[src/rtl/seq_word_serializer_if.sv]
// Word-in / bit-out bus for seq_word_serializer: parallel push handshake,
// serial stream outputs and FIFO occupancy.
interface seq_word_serializer_if #(
    parameter int W     = 8,
    parameter int DEPTH = 4
);
    logic [W-1:0]            in_data;
    logic                    in_valid;
    logic                    in_ready;
    logic                    data_stream;
    logic                    bit_valid;
    logic                    word_start;
    logic [$clog2(DEPTH):0]  fifo_count;

    modport master (
        output in_data, in_valid,
        input  in_ready, data_stream, bit_valid, word_start, fifo_count
    );

    modport slave (
        input  in_data, in_valid,
        output in_ready, data_stream, bit_valid, word_start, fifo_count
    );
endinterface

[src/rtl/seq_word_serializer.sv]
// FIFO-buffered MSB-first word serializer with registered stream outputs.
// Define SER_PARITY_EN to append one even-parity bit after every word.
module seq_word_serializer #(
    parameter int   W        = 8,
    parameter int   DEPTH    = 4,
    parameter logic IDLE_BIT = 1'b0
) (
    input  logic                 clock,
    input  logic                 reset,
    seq_word_serializer_if.slave bus
);
    localparam int PW   = $clog2(DEPTH);
    localparam int CNTW = PW + 1;
    localparam int CW   = $clog2(W + 1);
`ifdef SER_PARITY_EN
    localparam int LAST = W;
`else
    localparam int LAST = W - 1;
`endif

    typedef enum logic {IDLE, SHIFT} state_t;

    state_t          state_reg, state_next;
    logic [W-1:0]    mem [DEPTH];
    logic [PW-1:0]   wr_ptr_reg, rd_ptr_reg;
    logic [CNTW-1:0] count_reg;
    logic [W-1:0]    shift_reg;
    logic [CW-1:0]   bit_cnt_reg;
`ifdef SER_PARITY_EN
    logic            parity_reg;
`endif
    logic            data_stream_reg, data_stream_next;
    logic            bit_valid_reg, bit_valid_next;
    logic            word_start_reg, word_start_next;
    logic            push, pop, last_bit, fifo_empty;
    logic [W-1:0]    head_word;

    assign bus.in_ready = (count_reg < CNTW'(DEPTH)) && reset;
    assign push         = bus.in_valid && bus.in_ready;
    assign fifo_empty   = (count_reg == '0);
    assign last_bit     = (state_reg == SHIFT) && (bit_cnt_reg == CW'(LAST));
    // Pop on leaving IDLE or on the final bit period so words run back to back.
    assign pop          = !fifo_empty && ((state_reg == IDLE) || last_bit);
    assign head_word    = mem[rd_ptr_reg];

    always_ff @(posedge clock) begin
        if (push)
            mem[wr_ptr_reg] <= bus.in_data;
    end

    always_ff @(posedge clock) begin
        if (!reset) begin
            wr_ptr_reg <= '0;
            rd_ptr_reg <= '0;
            count_reg  <= '0;
        end else begin
            if (push)
                wr_ptr_reg <= wr_ptr_reg + PW'(1);
            if (pop)
                rd_ptr_reg <= rd_ptr_reg + PW'(1);
            case ({push, pop})
                2'b10:   count_reg <= count_reg + CNTW'(1);
                2'b01:   count_reg <= count_reg - CNTW'(1);
                default: count_reg <= count_reg;
            endcase
        end
    end

    always_ff @(posedge clock) begin
        if (!reset)
            state_reg <= IDLE;
        else
            state_reg <= state_next;
    end

    always_comb begin
        state_next = state_reg;
        case (state_reg)
            IDLE:    if (pop) state_next = SHIFT;
            SHIFT:   if (last_bit && !pop) state_next = IDLE;
            default: state_next = IDLE;
        endcase
    end

    always_ff @(posedge clock) begin
        if (!reset) begin
            shift_reg   <= '0;
            bit_cnt_reg <= '0;
`ifdef SER_PARITY_EN
            parity_reg  <= 1'b0;
`endif
        end else if (pop) begin
            shift_reg   <= head_word;
            bit_cnt_reg <= '0;
`ifdef SER_PARITY_EN
            parity_reg  <= ^head_word;
`endif
        end else if (state_reg == SHIFT && !last_bit) begin
            shift_reg   <= shift_reg << 1;
            bit_cnt_reg <= bit_cnt_reg + CW'(1);
        end
    end

    // Outputs are computed one period early and registered, so the stream
    // presents the bit that the shift register will hold after this edge.
    always_comb begin
        data_stream_next = IDLE_BIT;
        bit_valid_next   = 1'b0;
        word_start_next  = 1'b0;
        if (pop) begin
            data_stream_next = head_word[W-1];
            bit_valid_next   = 1'b1;
            word_start_next  = 1'b1;
        end else if (state_reg == SHIFT && !last_bit) begin
            data_stream_next = shift_reg[W-2];
            bit_valid_next   = 1'b1;
`ifdef SER_PARITY_EN
            if (bit_cnt_reg == CW'(W - 1))
                data_stream_next = parity_reg;
`endif
        end
    end

    always_ff @(posedge clock) begin
        if (!reset) begin
            data_stream_reg <= IDLE_BIT;
            bit_valid_reg   <= 1'b0;
            word_start_reg  <= 1'b0;
        end else begin
            data_stream_reg <= data_stream_next;
            bit_valid_reg   <= bit_valid_next;
            word_start_reg  <= word_start_next;
        end
    end

    assign bus.data_stream = data_stream_reg;
    assign bus.bit_valid   = bit_valid_reg;
    assign bus.word_start  = word_start_reg;
    assign bus.fifo_count  = count_reg;
endmodule

[src/flat_wrapper.sv]
// flat-port wrapper written by rule: the top's interface ports become plain ports
module seq_word_serializer_flat 
#(
    parameter int   W        = 8,
    parameter int   DEPTH    = 4,
    parameter logic IDLE_BIT = 1'b0
)
  (clock, reset, bus_in_data, bus_in_valid, bus_in_ready, bus_data_stream, bus_bit_valid, bus_word_start, bus_fifo_count);
  seq_word_serializer_if #(.W(W), .DEPTH(DEPTH)) bus_i ();
  input  logic clock;
  input  logic reset;
  input wire logic [$bits(bus_i.in_data)-1:0] bus_in_data;
  input wire logic [$bits(bus_i.in_valid)-1:0] bus_in_valid;
  output wire logic [$bits(bus_i.in_ready)-1:0] bus_in_ready;
  output wire logic [$bits(bus_i.data_stream)-1:0] bus_data_stream;
  output wire logic [$bits(bus_i.bit_valid)-1:0] bus_bit_valid;
  output wire logic [$bits(bus_i.word_start)-1:0] bus_word_start;
  output wire logic [$bits(bus_i.fifo_count)-1:0] bus_fifo_count;
  assign bus_i.in_data = bus_in_data;
  assign bus_i.in_valid = bus_in_valid;
  assign bus_in_ready = bus_i.in_ready;
  assign bus_data_stream = bus_i.data_stream;
  assign bus_bit_valid = bus_i.bit_valid;
  assign bus_word_start = bus_i.word_start;
  assign bus_fifo_count = bus_i.fifo_count;
  seq_word_serializer #(.W(W), .DEPTH(DEPTH), .IDLE_BIT(IDLE_BIT)) u_core (.clock(clock), .reset(reset), .bus(bus_i));
endmodule
[config.mk]
export PLATFORM = sky130hd
export DESIGN_NAME = seq_word_serializer_flat
export DESIGN_NICKNAME = d
export VERILOG_FILES = /design/src/rtl/seq_word_serializer_if.sv /design/src/rtl/seq_word_serializer.sv /design/src/flat_wrapper.sv
export SDC_FILE = /design/constraint.sdc
export NUM_CORES = 1
export LEC_CHECK = 0
export ABC_AREA = 1
export CORE_UTILIZATION = 55
export DETAILED_ROUTE_END_ITERATION = 8
export HOLD_SLACK_MARGIN = 0.05
export PLACE_DENSITY = 0.76
export SYNTH_ARGS = -nofsm -noshare
export SYNTH_HDL_FRONTEND = slang
export SYNTH_SLANG_ARGS = --single-unit
[constraint.sdc]
create_clock -name clock -period 2.87 [get_ports clock]
set_clock_uncertainty 0.1 [all_clocks]
set_input_delay 0.4305 -clock clock [delete_from_list [all_inputs] [get_ports clock]]
set_output_delay 0.4305 -clock clock [all_outputs]
set_load 0.01 [all_outputs]
# [Word level (Yosys, flattened, before mapping)]
# Memories as Yosys holds them, arrays and structs flattened. A register that Yosys moved wholly into a read port is not among the register bits.
# Cells that the tools add are included.
[classes] add_sub_neg=5 muxes=14 magnitude_cmp=1 bitwise=2 n_reduce_logical=14 n_eq_ne=3
[ops] cell="7-bit two-way mux" count=2
[ops] cell="1-bit two-way mux" count=8
[ops] cell="1-bit logical AND" count=6
[ops] cell="3-bit one-hot mux with 2 select lines" count=1
[ops] cell="2-bit by 1-bit adder with 2-bit output (second input constant)" count=2
[ops] cell="4-bit by 1-bit adder with 4-bit output (second input constant)" count=1
[ops] cell="4-bit by 3-bit == test with 1-bit output (second input constant)" count=1
[ops] cell="2-bit two-way mux" count=2
[ops] cell="2-bit nonzero test" count=2
[ops] cell="3-bit by 1-bit adder with 3-bit output (second input constant)" count=1
[ops] cell="1-bit logical NOT" count=3
[ops] cell="3-bit logical NOT" count=1
[ops] cell="3-bit less-than comparator (second input constant)" count=1
[ops] cell="3-bit by 1-bit subtractor with 3-bit output (second input constant)" count=1
[ops] cell="2-bit by 1-bit == test with 1-bit output (second input constant)" count=1
[ops] cell="2-bit == test (second input constant)" count=1
[ops] cell="1-bit NOT" count=2
[ops] cell="1-bit one-hot mux with 2 select lines" count=1
[ops] cell="2-bit OR reduction" count=1
[ops] cell="1-bit logical OR" count=1
[word_totals] ram_bits=32 mem_count=1 ff_bits=22 elab_cells=49 out_inout_bits=7 inputBits=11
[memory_table] memory="u_core.mem" depth=4 word_bits=8 rd=1 rd_clocked_by_memory_dff=1 write_ports=1 line="seq_word_serializer.sv:24" source="logic [W-1:0] mem [DEPTH];"

# [Longest topological paths before layout]
# Gate-level depths: netlist of run 1.
[logic_depth] depth_word=8 depth_mapped=12 depth_no_buf=12

# [Worst setup path after synthesis of run 1]
# Ideal clock, no wire load.
[synth_timing] kind="input-to-reg" startpoint="input reset" endpoint="register u_core.count_reg[2], in the netlist u_core.bus.fifo_count[2]" setup_time_ns=0.070 setup_slack_ns=0.767 cell_stages=11 path_buffers=1 arrival_time_ns=1.934 cell_sequence="buf_4 > inv_1 > nor2_2 > nand2_2 > ha_1 > fa_1 > nand2_1 > nand2_1 > nor2_1 > o21ai_0 > a21oi_1"
[synth_via] elab_chain_cells=4 elab_cells_between_ends=6 classes_between="eq/ne (2); mux (1); reduce/logical (3)"
[synth_rtl] element="from (decl)" line="flat_wrapper.sv:11" source="input logic reset;"
[synth_rtl] element="1-bit logical AND *" line="seq_word_serializer.sv:38" source="assign bus.in_ready = (count_reg < CNTW'(DEPTH)) && reset;"
[synth_rtl] element="named net bus_in_ready" line="flat_wrapper.sv:14" source="output wire logic [$bits(bus_i.in_ready)-1:0] bus_in_ready;"
[synth_rtl] element="1-bit logical AND *" line="seq_word_serializer.sv:39" source="assign push = bus.in_valid && bus.in_ready;"
[synth_rtl] element="2-bit by 1-bit == test with 1-bit output or 2-bit == test (tied branches)" line="seq_word_serializer.sv:61" source="case ({push, pop})"
[synth_rtl] element="3-bit one-hot mux with 2 select lines or 2-bit nonzero test (tied branches)"
[synth_rtl] element="to (signal assigned)" line="seq_word_serializer.sv:62" source="2'b10: count_reg <= count_reg + CNTW'(1);"
[synth_rtl] element="to (signal assigned)" line="seq_word_serializer.sv:63" source="2'b01: count_reg <= count_reg - CNTW'(1);"
[synth_rtl] element="to (signal assigned)" line="seq_word_serializer.sv:64" source="default: count_reg <= count_reg;"
[synth_rtl] element="to (decl)" line="seq_word_serializer.sv:26" source="logic [CNTW-1:0] count_reg;"
# The timed path passes the listed nets; every way through them passes the cells marked *.
# A chain may end at the register's enable or synchronous reset.

# [Worst setup path in the final report of run 1]
[layout_timing] startpoint="input reset" endpoint="output bus_in_ready"
[layout_via] elab_chain_cells=1
[layout_rtl] element="1-bit logical AND" line="seq_word_serializer.sv:38"
[layout_rtl] element="to (decl)" line="flat_wrapper.sv:14"
# No other way between the ends.

==> results of run 1 <==
## metal layers
layer,vias up,routed length [µm],GRT usage (%)
li1,821,-,-
met1,742,1830,25.5
met2,42,2020,34.6
met3,8,143,5.14
met4,0,85,9.57
met5,-,0,0
## power groups by stage
stage                     sequential [mW]  combinational, mW  clock [mW]
after floorplan                      1.08              0.487           0
after global placement               1.08              0.686           0
after detailed placement             1.08              0.706           0
after CTS                            1.07              0.709       0.506
after global routing                 1.08              0.809       0.536
final                                1.07              0.705       0.498
## Yosys cell counts
| cell | n |
|---|---|
| xor2_1 | 2 |
| inv_2 | 4 |
| buf_4 | 3 |
| nor2_1 | 15 |
| edfxtp_1 | 32 |
| a21oi_1 | 12 |
| ha_1 | 6 |
| nand2_1 | 59 |
| o21ai_0 | 8 |
| o211ai_1 | 2 |
| nor2_2 | 1 |
| nor2_4 | 1 |
| clkinv_1 | 1 |
| nand2_2 | 2 |
| or2_1 | 1 |
| buf_6 | 1 |
| buf_2 | 2 |
| inv_1 | 31 |
| nand3_1 | 27 |
| o22ai_1 | 1 |
| nor3b_2 | 1 |
| o21ai_1 | 3 |
| fa_1 | 1 |
| dfxtp_1 | 24 |
## final timing paths
check | to | cells after the start | slack [ns] | from
hold reg to reg | u_core.shift_reg[0] | 2 | 0.39 | u_core.shift_reg[0]
setup reg to reg | u_core.bus.fifo_count[2] | 12 | 0.68 | u_core.bit_cnt_reg[0]
setup / recovery | bus_in_ready | 4 | 0.67 | reset
hold / removal | u_core.shift_reg[0] | 2 | 0.39 | u_core.shift_reg[0]
## cells by family after synthesis
| logic type | after synthesis | synth area share (%) |
|---|---|---|
| AND/OR/NAND/NOR | 107 | 19.8 |
| buffers and inverters | 42 | 7.68 |
| XOR/XNOR | 2 | 0.752 |
| flip-flops | 56 | 61.8 |
| adder cells (fa/ha/maj) | 7 | 4.08 |
| AO/OA/AOI/OAI | 26 | 5.85 |
## metrics by stage
stage / instance area [µm²] / util [%] / setup slack (ns) / cells
floorplan: 2330 / - / 0.767 / 240
global placement: 2570 / 63.9 / 0.424 / 308
detailed placement: 2570 / 63.9 / 0.369 / 308
CTS: 2680 / 66.5 / 0.668 / 316
global route: 2680 / 66.5 / 0.418 / 316
finish: 2680 / 66.5 / 0.673 / 316
## tightest hold or removal path, cell delays in order (launching register included)
cell and delay [ns]:
dfxtp_1 0.32, nand3_1 0.08, nand2_1 0.05
## layout make-up
| type | instances | area share [%] |
|---|---|---|
| Multi-Input combinational cell | 142 | 26.5 |
| Clock buffer | 6 | 2.71 |
| Timing Repair Buffer | 24 | 8.31 |
| Inverter | 36 | 5.04 |
| Tap cell | 50 | 2.33 |
| Clock inverter | 2 | 1.31 |
| Sequential cell | 56 | 53.8 |
==> impl_metrics.py, run 1 <==
metrics = {
    "cells_and_area": {
        "nets": 283,
        "area_growth_pct": 15.0,
        "mostFrequentLayoutCell": "nand2_1",
        "drive_gt1_share_pct": 8.65,
        "n_antenna_cell": 0,
        "largest_register_ffs": 32,
        "final_cell_mix": "59 x nand2_1, 32 x edfxtp_1, 31 x inv_1",
        "seqCellArea_um2": 1440,
        "multi_input_area_um2": 711,
        "fill_cells": 329,
    },
    "setup_path": {
        "worst-setup-path-type": "in2out",
        "critPathSlowestCell": "clkdlybuf4s50_1",
        "cp_max_fo": 3,
        "cpPeakStageDelay_ns": 0.55,
        "startpoint_type": "input port",
        "crit_buf_inv": 3,
        "worstPathRequired_ns": 2.34,
        "crit_family": "buffers and inverters",
        "arrival_ns": 1.67,
        "path_cells": "clkdlybuf4s50_1 > inv_1 > nor2_2 > clkdlybuf4s50_1",
        "cpMostUsedCell": "clkdlybuf4s50_1",
        "end_kind": "output port",
    },
    "synthesis": {
        "syn-num-nets": 258,
        "yosysWarnings": 0,
        "postSynthAreaPerCell_um2": 9.71,
        "yosysTopAreaCellShare_pct": 41.2,
        "yosysSeqAreaShare_pct": 61.8,
        "synthCells": 240,
        "synth_area_leaders": "edfxtp_1 41%, dfxtp_1 21%, nand2_1 9.5%",
        "synth_cell_types": 24,
        "synth_area_leader_cell": "edfxtp_1",
        "syn-cell-area_um2": 2330,
        "synth-seq-cells": 56,
    },
    "power_and_ir_drop": {
        "netSwitchingFraction_pct": 33.3,
        "power_frac_comb_pct": 31.1,
        "p_sw_mw": 0.755,
        "ir_drop_v": 0.000449,
        "p_clk_share_pct": 22.0,
        "finalPower_mw": 2.27,
        "power_density_nw_per_um2": 846,
        "internal-power_mw": 1.51,
        "p_leak_nw": 1.14,
        "seqPwrFrac_pct": 47.0,
    },
    "drt": {
        "vias": 1613,
        "routedWlPerCell_um": 12.9,
        "drcViolationCount": 0,
        "first_pass_iters": 4,
        "ant_nets": 0,
        "drt_iter0_drc": 89,
        "viasPerCell": 5.10,
        "drt-total-wl_um": 4070,
    },
    "floorplan": {
        "rows": 23,
        "die_h_um": 67.1,
        "num_io_pins": 18,
        "start_util_pct": 57.9,
        "die_w_um": 67.1,
        "core_um2": 4030,
        "die-area_um2": 4500,
    },
    "clock_tree": {
        "numCtsBuffers": 5,
        "holdBufCountCts": 0,
        "cts_buffer_depth": 2,
        "ctsRootBufferMaster": "clkbuf_8",
        "post_cts_resized": 0,
        "clock_sinks": 56,
        "cts_tree": "built",
        "worstSkewPairLatency_ns": 0.30,
        "postCtsSetupRepairBufs": 0,
        "path_clk_slew_ns": 0.09,
        "cts-htree-levels": 2,
    },
    "grt": {
        "grt_pass1_vias": 1475,
        "grt_pass1_wl_um": 6650,
        "grt.total_usage_pct": 20.9,
        "antenna_found_initial": 0,
        "grt_max_degree": 19,
        "gr-total-overflow": 0,
    },
    "sta": {
        "hold_ws_ns": 0.390,
        "finalSetupViolCount": 0,
        "fin_setup_tns_ns": 0,
        "period_needed_ns": 2.20,
        "period_share_pct": 76.5,
        "rsz0062_at_grt": "no",
        "tightest_slew_ns": 0.377,
        "hold_viol": 0,
        "relSlewSlack_pct": 74.9,
        "slew_violations": 0,
        "fmax_mhz": 455,
    },
    "placement": {
        "port_buffers": 17,
        "globalplace.congestion": 0.832,
        "dp_hpwl_um": 2830,
    },
    "worst_hold_path": {
        "min_path_type": "reg2reg",
    },
    "status": {
        "status": "finished clean",
    },
    "job": {
        "maxCapViolCount": 0,
    },
}
Note: power is estimated with default switching activity, not from simulation.
==> run 2, diff against run 1 <==
clock period = 2.1 ns   (was 2.87 ns; I/O delays follow)
==> run 2 against run 1 <==
  * Combinational power grew 52%
  * Non-clock buffer count grew 7
  * Sequential cell count is the same
  * Via count grew 1.1%
  * First-iteration DRC count shrank 26%
  * Count of clock-buffer cells in the layout shrank 1
  * Register-to-register slack lost 0.54 ns
  * Final area grew 2.3%
  * Power grew 41%
  * Critical path type unchanged
  * Critical endpoint unchanged
  * Largest cell class unchanged
==> impl_metrics.py, run 2 (same netlist as run 1, synthesis figures left out) <==
metrics = {
    "floorplan": {
        "start_util_pct": 57.9,
        "die-area_um2": 4500,
        "die_w_um": 67.1,
        "rows": 23,
        "num_io_pins": 18,
        "core_um2": 4030,
        "die_h_um": 67.1,
    },
    "grt": {
        "antenna_found_initial": 0,
        "grt_pass1_wl_um": 6620,
        "grt_pass1_vias": 1494,
        "grt.total_usage_pct": 20.9,
        "gr-total-overflow": 0,
        "grt_max_degree": 19,
    },
    "clock_tree": {
        "path_clk_slew_ns": 0.09,
        "postCtsSetupRepairBufs": 0,
        "numCtsBuffers": 5,
        "worstSkewPairLatency_ns": 0.31,
        "ctsRootBufferMaster": "clkbuf_8",
        "cts-htree-levels": 2,
        "post_cts_resized": 0,
        "holdBufCountCts": 0,
        "clock_sinks": 56,
        "cts_buffer_depth": 2,
        "cts_tree": "built",
    },
    "power_and_ir_drop": {
        "p_leak_nw": 1.17,
        "ir_drop_v": 0.000676,
        "finalPower_mw": 3.20,
        "power_density_nw_per_um2": 1170,
    },
    "cells_and_area": {
        "utilization_pct": 68.1,
        "mostFrequentLayoutCell": "nand2_1",
        "largest_register_ffs": 32,
        "drive_gt1_share_pct": 12.5,
        "n_antenna_cell": 0,
        "fin_cells": 323,
        "final_cell_mix": "59 x nand2_1, 32 x edfxtp_1, 31 x inv_1",
        "area_growth_pct": 17.7,
        "nets": 290,
    },
    "setup_path": {
        "worst-setup-path-type": "in2out",
        "cpMostUsedCell": "clkdlybuf4s50_1",
        "rr_worst_depth": 12,
        "arrival_ns": 1.60,
        "cpPeakStageDelay_ns": 0.52,
        "cp_max_fo": 2,
        "startpoint_type": "input port",
        "path_cells": "clkdlybuf4s50_1 > inv_1 > nor2_2 > buf_4 > clkdlybuf4s50_1",
        "crit_cells": 5,
        "crit_family": "buffers and inverters",
        "worstPathRequired_ns": 1.68,
        "end_kind": "output port",
        "crit_buf_inv": 4,
        "critPathSlowestCell": "clkdlybuf4s50_1",
    },
    "worst_hold_path": {
        "min_path_type": "reg2reg",
        "hold_depth": 2,
    },
    "drt": {
        "vias": 1631,
        "ant_nets": 0,
        "drt_iter0_drc": 66,
        "drt-total-wl_um": 4000,
        "drcViolationCount": 0,
        "first_pass_iters": 4,
        "routedWlPerCell_um": 12.4,
        "viasPerCell": 5.05,
    },
    "sta": {
        "period_share_pct": 95.7,
        "period_needed_ns": 2.01,
        "rsz0062_at_grt": "no",
        "finalSetupViolCount": 0,
        "relSlewSlack_pct": 79.7,
        "hold_viol": 0,
        "fmax_mhz": 497,
        "slew_violations": 0,
        "tightest_slew_ns": 0.304,
        "hold_ws_ns": 0.390,
    },
    "placement": {
        "globalplace.congestion": 0.738,
        "dp.cells": 315,
        "dp_hpwl_um": 2670,
        "port_buffers": 17,
    },
    "job": {
        "maxCapViolCount": 0,
    },
    "status": {
        "status": "finished clean",
    },
}
[run 2: changes by cell type in the layout (fill, tap and decap cells not counted)]
cell        previous run  this run
fa_1                   1         0
fa_2                   0         1
dfxtp_2                0         1
ha_1                   6         5
clkinvlp_2             0         1
dfxtp_1               24        23
clkinvlp_4             0         1
ha_2                   0         1
clkbuf_1               1         0
clkinv_2               1         0
buf_4                  7        14
[run 2: power breakdown]
part | leakage (nW) | internal, mW | switching, mW
Sequential | 0.488 | 1.34 | 0.102
Clock | 0.0503 | 0.352 | 0.337
Combinational | 0.627 | 0.439 | 0.626
Total | 1.17 | 2.13 | 1.06
[run 2: final timing paths]
check                   startpoint                        to  slack, ns
max reg2reg  u_core.bit_cnt_reg[0]  u_core.bus.fifo_count[2]       0.14
min          u_core.bit_cnt_reg[0]     u_core.bit_cnt_reg[0]       0.39
min reg2reg  u_core.bit_cnt_reg[0]     u_core.bit_cnt_reg[0]       0.39
max                          reset              bus_in_ready       0.09
[run 2: final cells by class]
class / count / area (µm²)
flip-flops and latches: 56 / 1440
fillers: 311 / 1290
multi-input cells: 142 / 716
repair buffers: 31 / 275
inverters: 36 / 135
clock buffers: 5 / 68.8
well taps: 50 / 62.6
clock inverters: 3 / 42.5
[run 2: through the flow]
step / setup slack, ns / area (µm²) / setup TNS (ns)
global placement: -0.0860 / 2630 / -0.0860
global route: 0.0131 / 2740 / 0
finish: 0.0897 / 2740 / 0
CTS: 0.0311 / 2740 / 0
floorplan: 0.109 / 2330 / 0
detailed placement: -0.128 / 2630 / -0.128
[run 2: worst min-delay path, stage by stage (launching register included)]
cell and delay [ns]:
dfxtp_2 0.35, nand2_1 0.06, a21oi_1 0.05
[run 2: per-layer routing]
metal | vias up | wire, µm | share of wire, % | GRT usage, %
met5 | - | 0 | 0 | 0
met1 | 752 | 1850 | 46 | 25.3
met3 | 14 | 124 | 3.1 | 4.62
li1 | 837 | - | - | -
met2 | 28 | 1920 | 48 | 34.3
met4 | 0 | 110 | 2.7 | 11.7
